`config.mk`:
```
export PLATFORM = sky130hd
export DESIGN_NAME = alarm_ctrl_flat
export DESIGN_NICKNAME = d
export VERILOG_FILES = /design/src/rtl/alarm_pkg.sv /design/src/rtl/alarm_ctrl_if.sv /design/src/rtl/alarm_ctrl_ct_down.sv /design/src/rtl/alarm_ctrl.sv /design/src/flat_wrapper.sv
export SDC_FILE = /design/constraint.sdc
export NUM_CORES = 1
export LEC_CHECK = 0
export ABC_CLOCK_PERIOD_IN_PS = 5250
export CAP_MARGIN = 15
export CORE_MARGIN = 8
export CORE_UTILIZATION = 30
export CTS_CLUSTER_SIZE = 28
export DETAILED_ROUTE_END_ITERATION = 10
export PLACE_DENSITY = 0.46
export RECOVER_POWER = 100
export REMOVE_ABC_BUFFERS = 1
export SLEW_MARGIN = 30
export SYNTH_ARGS = -nofsm -noshare
export SYNTH_HDL_FRONTEND = slang
export SYNTH_SLANG_ARGS = --single-unit
```
`constraint.sdc`:
```
create_clock -name clk -period 5.25 [get_ports clk]
set_input_delay 1.05 -clock clk [delete_from_list [all_inputs] [get_ports clk]]
set_output_delay 1.05 -clock clk [all_outputs]
set_load 0.05 [all_outputs]
```
`src/rtl/alarm_pkg.sv`:
```
// alarm_pkg: shared state type and default timing constants for the alarm controller
package alarm_pkg;
  typedef enum logic [1:0] {OFF, ARMED, RING, SNOOZE} alarm_state_t;
  localparam int RING_SEC_DEF   = 300;
  localparam int SNOOZE_SEC_DEF = 540;
  localparam int MAX_SNOOZE_DEF = 3;
endpackage

```
`src/rtl/alarm_ctrl_if.sv`:
```
// alarm_ctrl_if: button/comparator inputs and buzzer outputs of the alarm controller
interface alarm_ctrl_if #(parameter int MAX_SNOOZE = alarm_pkg::MAX_SNOOZE_DEF);
  logic alarm_on;
  logic match;
  logic snooze;
  logic stop;
  logic buzz;
  logic snoozing;
  logic [$clog2(MAX_SNOOZE+1)-1:0] snz_used;
  modport master (output alarm_on, match, snooze, stop, input buzz, snoozing, snz_used);
  modport slave  (input alarm_on, match, snooze, stop, output buzz, snoozing, snz_used);
endinterface

```
`src/rtl/alarm_ctrl_ct_down.sv`:
```
// ct_down_N: loadable down-counter that loads N-1, counts to 0 and holds there
module ct_down_N #(parameter int N = 2) (
  input  logic clk,
  input  logic rst,
  input  logic clr,
  input  logic load,
  input  logic en,
  output logic zero
);
  localparam int W = $clog2(N);
  logic [W-1:0] q;
  // clear beats load beats decrement; never wraps below 0
  always_ff @(posedge clk or posedge rst)
    if (rst) q <= '0;
    else if (clr) q <= '0;
    else if (load) q <= W'(N - 1);
    else if (en && q != '0) q <= q - 1'b1;
  assign zero = (q == '0);
endmodule

```
`src/rtl/alarm_ctrl.sv`:
```
// alarm_ctrl: alarm ring/snooze/dismiss sequencer; define ALARM_BEEP_EN for 0.5 Hz pulsed buzz
module alarm_ctrl
  import alarm_pkg::*;
#(
  parameter int RING_SEC   = RING_SEC_DEF,
  parameter int SNOOZE_SEC = SNOOZE_SEC_DEF,
  parameter int MAX_SNOOZE = MAX_SNOOZE_DEF
) (
  input logic clk,
  input logic rst,
  alarm_ctrl_if.slave bus
);
  localparam int UW = $clog2(MAX_SNOOZE + 1);
  localparam logic [UW-1:0] MAX_U = UW'(MAX_SNOOZE);
  alarm_state_t state, nstate;
  logic match_d, ring_start;
  logic [UW-1:0] snz_used;
  logic clr, ring_load, ring_en, ring_zero, snz_load, snz_en, snz_zero, used_clr, used_inc;
  assign ring_start = bus.match & ~match_d;
  ct_down_N #(.N(RING_SEC)) ring_ct (
    .clk(clk), .rst(rst), .clr(clr), .load(ring_load), .en(ring_en), .zero(ring_zero)
  );
  ct_down_N #(.N(SNOOZE_SEC)) snz_ct (
    .clk(clk), .rst(rst), .clr(clr), .load(snz_load), .en(snz_en), .zero(snz_zero)
  );
  // state, match edge history and snooze tally
  always_ff @(posedge clk or posedge rst)
    if (rst) begin
      state    <= OFF;
      match_d  <= 1'b0;
      snz_used <= '0;
    end else begin
      state    <= nstate;
      match_d  <= bus.match;
      snz_used <= used_clr ? '0 : used_inc ? snz_used + 1'b1 : snz_used;
    end
  // next state and counter controls; enable, then stop, then snooze, then expiry
  always_comb begin
    nstate    = state;
    clr       = 1'b0;
    ring_load = 1'b0;
    ring_en   = 1'b0;
    snz_load  = 1'b0;
    snz_en    = 1'b0;
    used_clr  = 1'b0;
    used_inc  = 1'b0;
    if (!bus.alarm_on) begin
      nstate   = OFF;
      clr      = 1'b1;
      used_clr = 1'b1;
    end else
      case (state)
        OFF: nstate = ARMED;
        ARMED:
          if (ring_start) begin
            nstate    = RING;
            ring_load = 1'b1;
          end
        RING:
          if (bus.stop) begin
            nstate   = ARMED;
            used_clr = 1'b1;
          end else if (bus.snooze && snz_used < MAX_U) begin
            nstate   = SNOOZE;
            snz_load = 1'b1;
            used_inc = 1'b1;
          end else if (ring_zero) begin
            nstate   = ARMED;
            used_clr = 1'b1;
          end else ring_en = 1'b1;
        default:
          if (bus.stop) begin
            nstate   = ARMED;
            used_clr = 1'b1;
          end else if (snz_zero) begin
            nstate    = RING;
            ring_load = 1'b1;
          end else snz_en = 1'b1;
      endcase
  end
`ifdef ALARM_BEEP_EN
  logic beep;
  // beep phase starts on at every RING entry and alternates while ringing
  always_ff @(posedge clk or posedge rst)
    if (rst) beep <= 1'b0;
    else if (nstate == RING && state != RING) beep <= 1'b1;
    else if (state == RING) beep <= ~beep;
  assign bus.buzz = (state == RING) & beep;
`else
  assign bus.buzz = (state == RING);
`endif
  assign bus.snoozing = (state == SNOOZE);
  assign bus.snz_used = snz_used;
endmodule

```
`src/flat_wrapper.sv`:
```
// flat-port wrapper written by rule: the top's interface ports become plain ports
module alarm_ctrl_flat import alarm_pkg::*;
#(
  parameter int RING_SEC   = RING_SEC_DEF,
  parameter int SNOOZE_SEC = SNOOZE_SEC_DEF,
  parameter int MAX_SNOOZE = MAX_SNOOZE_DEF
)
  (clk, rst, bus_alarm_on, bus_match, bus_snooze, bus_stop, bus_buzz, bus_snoozing, bus_snz_used);
  alarm_ctrl_if #(.MAX_SNOOZE(MAX_SNOOZE)) bus_i ();
  input logic clk;
  input logic rst;
  input wire logic [$bits(bus_i.alarm_on)-1:0] bus_alarm_on;
  input wire logic [$bits(bus_i.match)-1:0] bus_match;
  input wire logic [$bits(bus_i.snooze)-1:0] bus_snooze;
  input wire logic [$bits(bus_i.stop)-1:0] bus_stop;
  output wire logic [$bits(bus_i.buzz)-1:0] bus_buzz;
  output wire logic [$bits(bus_i.snoozing)-1:0] bus_snoozing;
  output wire logic [$bits(bus_i.snz_used)-1:0] bus_snz_used;
  assign bus_i.alarm_on = bus_alarm_on;
  assign bus_i.match = bus_match;
  assign bus_i.snooze = bus_snooze;
  assign bus_i.stop = bus_stop;
  assign bus_buzz = bus_i.buzz;
  assign bus_snoozing = bus_i.snoozing;
  assign bus_snz_used = bus_i.snz_used;
  alarm_ctrl #(.RING_SEC(RING_SEC), .SNOOZE_SEC(SNOOZE_SEC), .MAX_SNOOZE(MAX_SNOOZE)) u_core (.clk(clk), .rst(rst), .bus(bus_i));
endmodule
```
== After elaboration in Yosys (flattened, before gate mapping) ==
Cells that the tools add are included.

* Register bits after elaboration: 24
* Bits in latches: 0
* Bits in writable memories: 0
* ROM bits: 0
* Input port bits: 6
* Memories: 0

* Add/sub/neg operators: 3
* Multiply operators: 0
* Divide/modulo/power cells: 0
* Magnitude comparators: 1
* Equal/unequal tests: 8
* Shift-type cells: 0
* Mux-type cells: 40
* Bitwise gates (word level): 2
* Reduce and logical (&&, ||, !) cells: 13

{| class="wikitable"
|+ Operator list
! kind !! count
|-
| 2-to-1 mux 10 bit || 3
|-
| 2-to-1 mux 9 bit || 3
|-
| 2-to-1 mux 1 bit || 22
|-
| 2-to-1 mux 2 bit || 9
|-
| logical NOT 10 bit || 1
|-
| nonzero test 10 bit || 1
|-
| subtractor 10 x 1 -> 10 bit (second input constant) || 1
|-
| logical NOT 9 bit || 1
|-
| nonzero test 9 bit || 1
|-
| subtractor 9 x 1 -> 9 bit (second input constant) || 1
|-
| != test 3 x 1 -> 1 bit (second input constant) || 2
|-
| != test 6 x 1 -> 1 bit (second input constant) || 1
|-
| case mux 2 bit (3 select lines) || 1
|-
| != test 5 x 3 -> 1 bit (second input constant) || 1
|-
| equality test 2 bit (second input constant) || 2
|-
| case mux 1 bit (2 select lines) || 2
|-
| OR reduction 2 bit || 2
|-
| logical AND 1 bit || 3
|-
| != test 3 x 2 -> 1 bit (second input constant) || 1
|-
| AND reduction 3 bit || 1
|-
| OR reduction 3 bit || 1
|-
| adder 2 x 1 -> 2 bit (second input constant) || 1
|-
| equality test 2 x 1 -> 1 bit (second input constant) || 1
|-
| logical NOT 2 bit || 1
|-
| 4 further kinds || 4
|}

== Logic depth before layout (Yosys ltp) ==
Gate-level depths: netlist (run 1).

* Depth after elaboration: 10
* Mapped depth: 8

== Modules after synthesis ==
From an unflattened synthesis (run 1), not the netlist that was laid out.

* Cell total of the unflattened synthesis: 153
* Area, all modules: 1488.9 sq um

{| class="wikitable"
|+ Modules (own cells, without submodules)
! module !! instances !! cells an instance !! area an instance (sq um) !! seq. area each (sq um)
|-
| ct_down_N (u_core.snz_ct) || 1 || 60 || 578.1 || 250.2
|-
| ct_down_N (u_core.ring_ct) || 1 || 55 || 571.8 || 225.2
|-
| alarm_ctrl || 1 || 38 || 339.1 || 125.1
|}

== Least setup slack after synthesis (run 1) ==
No wires, ideal clock.

* Path kind: register -> register
* From: reg u_core.state[0]
* To: reg u_core.ring_ct.q[0]
* Arrival time: 2.225 ns
* Data required time: 5.126 ns
* Path slack: 2.901 ns
* Cell stages (with the launch flop): 9
* Path buffers: 1
* Clock period less this slack: 2.349 ns
* Path through: dfrtp_1 -> inv_1 -> ha_1 -> nor2b_1 -> nand3_1 -> or2_2 -> clkbuf_1 -> nor2b_1 -> a211o_1

* Longest elaborated chain between the ends: 6

{| class="wikitable"
|+ Ends and longest elaborated chain
! what !! RTL line !! RTL
|-
| from (decl) || alarm_ctrl.sv:15 || <nowiki>alarm_state_t state, nstate;</nowiki>
|-
| from (signal assigned) || alarm_ctrl.sv:33 || <nowiki>state <= nstate;</nowiki>
|-
| equality test 2 bit (*) || -- ||
|-
| net bus_buzz || flat_wrapper.sv:16 || <nowiki>output wire logic [$bits(bus_i.buzz)-1:0] bus_buzz;</nowiki>
|-
| OR reduction 2 bit (no source line) || -- ||
|-
| case mux 1 bit (2 select lines) || alarm_ctrl.sv:52 || <nowiki>case (state)</nowiki>
|-
| 2-to-1 mux 1 bit || alarm_ctrl.sv:47 || <nowiki>if (!bus.alarm_on) begin</nowiki>
|-
| 2-to-1 mux 9 bit || alarm_ctrl_ct_down.sv:16 || <nowiki>else if (load) q <= W'(N - 1);</nowiki>
|-
| 2-to-1 mux 9 bit || alarm_ctrl_ct_down.sv:15 || <nowiki>else if (clr) q <= '0;</nowiki>
|-
| to (signal assigned) || alarm_ctrl_ct_down.sv:16 ||
|-
| to (signal assigned) || alarm_ctrl_ct_down.sv:17 || <nowiki>else if (en && q != '0) q <= q - 1'b1;</nowiki>
|-
| to (decl) || alarm_ctrl_ct_down.sv:11 || <nowiki>logic [W-1:0] q;</nowiki>
|}

The timed path passes the listed nets; every way through them passes the cells marked *.
A chain may end at the register's enable or synchronous reset.

== Worst setup path in the final report (run 1) ==
* From: reg u_core.state[0]
* To: out bus_buzz

* Longest elaborated chain between the ends: 1

{| class="wikitable"
|+ Ends and longest elaborated chain
! what !! RTL line !! RTL
|-
| equality test 2 bit || alarm_ctrl.sv:90 || <nowiki>assign bus.buzz = (state == RING);</nowiki>
|-
| to (decl) || flat_wrapper.sv:16 ||
|}

Every way passes these cells.

==> results_dict.tcl, run 1 <==
set metrics [dict create \
    status "finished, final reports clean" \
    hold_path.class "flop to flop" \
    fillers 482 \
    port_buffers 9 \
    drt_iter0_drc 44 \
    cts_sinks 24 \
    slew_violations 0 \
    dr.pass1.iters 4 \
    cp_data_arrival_time_ps 1890 \
    grt_pass1_vias 1128 \
    yosys-top-cells-area "dfrtp_1 (43%), ha_1 (7.1%), nor2_1 (5.3%)" \
    core-area_mm2 0.00463 \
    cap_violations 0 \
    cts_tree "built" \
    postCtsSetupBuffers 0 \
    p_leak_nw 0.741 \
    cts_buffers 3 \
    setup_viol 0 \
    critPathMaxFanout 4 \
    endpoint_kind "output port" \
    drc 0 \
    die_h_um 84.5 \
    pre_cts_ws_ps 2290 \
    clock_latency_ps 270 \
    hpwl_um 2170 \
    row_count 25 \
    post_cts_resized 0 \
    start_util 0.304 \
    routed_wl_um 2900 \
    worst_slew_pin_slew_ps 972 \
    cp.required_ps 4200 \
    min_period_over_period 0.560 \
    drive_above_1_share 0.0440 \
    ir_worst_vdd_v 0.000127 \
    yosys.area.top_type "dfrtp_1" \
    viasPerCell 5.12 \
    yosys_warnings 0 \
    pin_count 10 \
    root_buffer "clkbuf_8" \
    rsz0062_at_grt "no" \
    startpoint_type "flop" \
    gp_congestion 0.866 \
    synth-main-ff-cell "dfrtp_1" \
    layout_commonest_cell "dfrtp_1" \
    overflow 0 \
    ant_nets 0 \
    crit_type "flop to output port" \
    nNetsFinal 174 \
    fin_util 0.344 \
    clockBufferDepth 2 \
    synth-seq-cells 24 \
    final_cell_mix "dfrtp_1 (24), nor2_1 (20), inv_1 (9)" \
    hold_violations 0 \
    synth-seq-area-share 0.427 \
    tns_ps 0 \
    routedWlPerCell_um 13.6 \
    grt_util_all_layers 0.0879 \
    ctsHoldBuffers 0 \
    grt_pass1_wl_um 5080 \
    antenna_found_initial 0 \
    die_w_um 84.5 \
    setup_ws_ps 2310 \
    diodes 0 \
    syn_inst 151 \
    clock.fmax_ghz 0.340 \
    htreeDepth 1 \
    synth_top_area_frac 0.427 \
    dpl_cell_area_mm2 0.00154 \
    final_area_mm2 0.00159 \
    power_density_mw_per_mm2 368 \
    netlist_area_mm2 0.00141 \
    netlist-cell-type-count 34 \
    vias 1090 \
    syn_avg_cell_area_um2 9.31 \
    path_clk_slew_ps 90 \
    synthArstFlopShare 1.00 \
    p_total_w 0.000586 \
    period_minus_slack_ps 2940 \
    die_area_mm2 0.00713 \
    area_growth_pct 13.1 \
    synth_edf_count 0 \
    fin_skew_ps 6.15 \
    slew_headroom 0.344 \
    grt_max_degree 25 \
]
## synth_stat cells, types with 2 or more instances
master and number:
a211o_1 4, a21oi_1 8, a31oi_1 2, buf_2 2
clkbuf_1 3, dfrtp_1 24, ha_1 8, inv_1 9
nand2_1 8, nand2b_1 5, nand3_1 3, nor2_1 20
nor2b_1 4, nor3_1 4, nor3b_1 2, nor4_1 5
o21ai_0 7, o31ai_1 2, or3_1 4, or4_1 4
xnor2_1 8, xor2_1 3
## per-stage QoR
stage	hold WS, ps	instances
4_1_cts	549	213
3_3_place_gp	506	209
2_1_floorplan	482	146
3_5_place_dp	525	209
6_report	541	213
5_1_grt	587	213
## registers in the layout, summed over array words and instances, names as in the netlist
signal,count
u_core.snz_ct.q,10
u_core.ring_ct.q,9
u_core.match_d,1
u_core.state,2
u_core.bus.snz_used,2
## path summary, 6_finish.rpt
| path | end | slack (ps) | from | cells after the start |
|---|---|---|---|---|
| min in group asynchronous | u_core.ring_ct.q[5]$_DFFE_PP0P_ | 1420 | rst | 2 |
| min | u_core.ring_ct.q[8]$_DFFE_PP0P_ | 540 | u_core.ring_ct.q[8]$_DFFE_PP0P_ | 2 |
| max reg2reg | u_core.snz_ct.q[9]$_DFFE_PP0P_ | 2680 | u_core.snz_ct.q[4]$_DFFE_PP0P_ | 5 |
| max in group asynchronous | u_core.snz_ct.q[1]$_DFFE_PP0P_ | 3250 | rst | 2 |
| max | bus_buzz | 2310 | u_core.state[0]$_DFFE_PP0P_ | 3 |
| min reg2reg | u_core.ring_ct.q[8]$_DFFE_PP0P_ | 540 | u_core.ring_ct.q[8]$_DFFE_PP0P_ | 2 |
## power breakdown
| group | total, W | leakage (nW) | switching (W) | internal, W |
|---|---|---|---|---|
| clock | 0.000127 | 0.0288 | 0.0000599 | 0.0000669 |
| combinational | 0.000227 | 0.384 | 0.000136 | 0.0000910 |
| sequential | 0.000231 | 0.329 | 0.0000230 | 0.000208 |
## layer usage
layer	routed length [um]	global-route usage	part of all wire	vias to the layer above
li1	-	-	-	551
met1	1430	0.104	0.49	523
met2	1390	0.143	0.48	12
met3	49	0.0195	0.017	4
met4	34	0.0502	0.012	0
met5	0	0	0	-
## kinds of logic after synthesis
kind of cell,count (synthesis),share of synthesized area
simple gates,65,0.253
xor+xnor,11,0.0685
compound gates,28,0.134
buf+inv,14,0.0391
fa+ha+maj,8,0.0712
mux,1,0.00712
flops,24,0.427
## critical path, cell delays in order (launching register included)
cell           delay, ps
dfrtp_1              420
inv_1                 90
ha_1                 220
dlygate4sd3_1        890
## area by class of cell
cell class | instances | area (um^2) | share of cell area
clock buffers | 4 | 55.1 | 0.0346
inverters | 9 | 33.8 | 0.0212
multi-input cells | 113 | 743 | 0.467
flip-flops and latches | 24 | 601 | 0.378
well taps | 54 | 67.6 | 0.0425
repair buffers | 9 | 90.1 | 0.0566
(Power assumes the default switching activity.)
==> inputs of run 2 (changes only) <==
--- a/config.mk
+++ b/config.mk
@@ -5,13 +5,13 @@
 export SDC_FILE = /design/constraint.sdc
 export NUM_CORES = 1
 export LEC_CHECK = 0
-export ABC_CLOCK_PERIOD_IN_PS = 5250
+export ABC_CLOCK_PERIOD_IN_PS = 2400
 export CAP_MARGIN = 15
 export CORE_MARGIN = 8
 export CORE_UTILIZATION = 30
 export CTS_CLUSTER_SIZE = 28
 export DETAILED_ROUTE_END_ITERATION = 10
-export PLACE_DENSITY = 0.46
+export PLACE_DENSITY = 0.48
 export RECOVER_POWER = 100
 export REMOVE_ABC_BUFFERS = 1
 export SLEW_MARGIN = 30
==> constraint.sdc (replaced) <==
create_clock -name clk -period 2.4 [get_ports clk]
set_input_delay 0.48 -clock clk [delete_from_list [all_inputs] [get_ports clk]]
set_output_delay 0.48 -clock clk [all_outputs]
set_load 0.05 [all_outputs]
==> results_dict.tcl, run 2 (synthesis gave the netlist of run 1 again) <==
set metrics [dict create \
    status "finished, final reports clean" \
    pin_count 10 \
    clock.fmax_ghz 0.429 \
    area_growth_pct 16.4 \
    slew_headroom 0.105 \
    final_area_mm2 0.00164 \
    drive_above_1_share 0.0719 \
    crit_buf_inv 2 \
    row_count 25 \
    die_w_um 84.5 \
    ctsHoldBuffers 0 \
    drc 0 \
    diodes 0 \
    setup_ws_ps 67.1 \
    r2r_end "u_core.ring_ct.q[3]$_DFFE_PP0P_" \
    clock_latency_ps 270 \
    routed_wl_um 3080 \
    crit_family "buffers and inverters" \
    cp_data_arrival_time_ps 1850 \
    final_cell_mix "dfrtp_1 (24), nor2_1 (20), inv_1 (9)" \
    crit_path_end "bus_buzz" \
    htreeDepth 1 \
    postCtsSetupBuffers 0 \
    die_h_um 84.5 \
    hpwl_um 2410 \
    clockBufferDepth 2 \
    hold_path.class "flop to flop" \
    pre_cts_ws_ps 54.2 \
    cp.required_ps 1920 \
    rr_startpoint "u_core.snz_ct.q[0]$_DFFE_PP0P_" \
    startpoint_type "flop" \
    largest_reg_flops 10 \
    cts_buffers 3 \
    dr.pass1.iters 4 \
    ant_nets 0 \
    reg2reg_depth 7 \
    grt_pass1_vias 1185 \
    dpl_cell_area_mm2 0.00160 \
    root_buffer "clkbuf_8" \
    min_period_over_period 0.972 \
    regMostFlops "u_core.snz_ct.q" \
    overflow 0 \
    antenna_found_initial 0 \
    crit_start "u_core.state[0]$_DFFE_PP0P_" \
    drt_iter0_drc 54 \
    grt_pass1_wl_um 5550 \
    slowest_stage "clkdlybuf4s50_1" \
    period_minus_slack_ps 2330 \
    crit_type "flop to output port" \
    ir_worst_vdd_v 0.000259 \
    routedWlPerCell_um 14.0 \
    cp_slowest_stage_delay_ps 840 \
    gp_congestion 0.787 \
    grt_util_all_layers 0.0956 \
    layout_commonest_cell "dfrtp_1" \
    viasPerCell 5.13 \
    endpoint_kind "output port" \
    path_depth 3 \
    cap_violations 0 \
    setup_viol 0 \
    start_util 0.304 \
    post_cts_resized 0 \
    cts_sinks 24 \
    p_total_w 0.00132 \
    r2r_slack_ps 170 \
    vias 1133 \
    reg_top3 "u_core.snz_ct.q x10, u_core.ring_ct.q x9" \
    hold_violations 0 \
    die_area_mm2 0.00713 \
    nNetsFinal 182 \
    p_leak_nw 0.755 \
    power_density_mw_per_mm2 804 \
    rsz0062_at_grt "no" \
    critPathMaxFanout 4 \
    fin_skew_ps 4.75 \
    tns_ps 0 \
    core-area_mm2 0.00463 \
    cts_tree "built" \
    port_buffers 9 \
    crit_chain "inv_1, ha_1, clkdlybuf4s50_1" \
    fin_util 0.354 \
    grt_max_degree 25 \
    worst_slew_pin_slew_ps 1340 \
    path_clk_slew_ps 90 \
    slew_violations 0 \
]
[run 2: cell count changes in the layout (fill, tap and decap cells not counted)]
cell | previous run | this run
buf_4 | 0 | 4
clkbuf_1 | 0 | 5
clkdlybuf4s50_1 | 2 | 4
dlygate4sd3_1 | 7 | 4
o311ai_0 | 1 | 0
o311ai_2 | 0 | 1
[run 2: layout make-up]
| cell class | instances | area (um^2) |
|---|---|---|
| tap | 54 | 67.6 |
| fill | 485 | 2990 |
| timing repair buffer | 17 | 129 |
| inverter | 9 | 33.8 |
| clock buffer | 4 | 55.1 |
| sequential | 24 | 601 |
| multi-input combinational | 113 | 751 |
[run 2: power by group]
group          total, W  switching (W)  internal, W
sequential     0.000507      0.0000516     0.000456
combinational  0.000531       0.000317     0.000214
clock          0.000277       0.000131     0.000147
total           0.00132       0.000500     0.000816
[run 2: stage by stage]
stage / hold slack [ps] / instances
final: 521 / 221
after global routing: 568 / 221
after CTS: 530 / 221
after detailed placement: 509 / 217
after global placement: 506 / 217
after floorplan: 482 / 146
[run 2: worst min-delay path by stage]
stage | depth (start not counted) | slack [ps] | to | start
finish | 2 | 520 | u_core.ring_ct.q[8]$_DFFE_PP0P_ | u_core.ring_ct.q[8]$_DFFE_PP0P_
global route | 2 | 570 | u_core.ring_ct.q[8]$_DFFE_PP0P_ | u_core.ring_ct.q[8]$_DFFE_PP0P_
CTS | 2 | 530 | u_core.ring_ct.q[8]$_DFFE_PP0P_ | u_core.ring_ct.q[8]$_DFFE_PP0P_
detailed placement | 2 | 510 | u_core.ring_ct.q[8]$_DFFE_PP0P_ | u_core.ring_ct.q[8]$_DFFE_PP0P_
global placement | 2 | 510 | u_core.ring_ct.q[8]$_DFFE_PP0P_ | u_core.ring_ct.q[8]$_DFFE_PP0P_
floorplan | 2 | 480 | u_core.ring_ct.q[8]$_DFFE_PP0P_ | u_core.ring_ct.q[8]$_DFFE_PP0P_
[run 2: layer usage]
layer,vias up,global-route usage,part of all wire
met5,-,0,0
met4,0,0.0291,0.010
met3,4,0.0273,0.031
met2,8,0.171,0.51
met1,556,0.106,0.44
li1,565,-,-
[run 2: tightest hold or removal path: stages, from the launching register on]
cell,delay (ps)
dfrtp_1,350
o211ai_1,80
nand2b_1,60
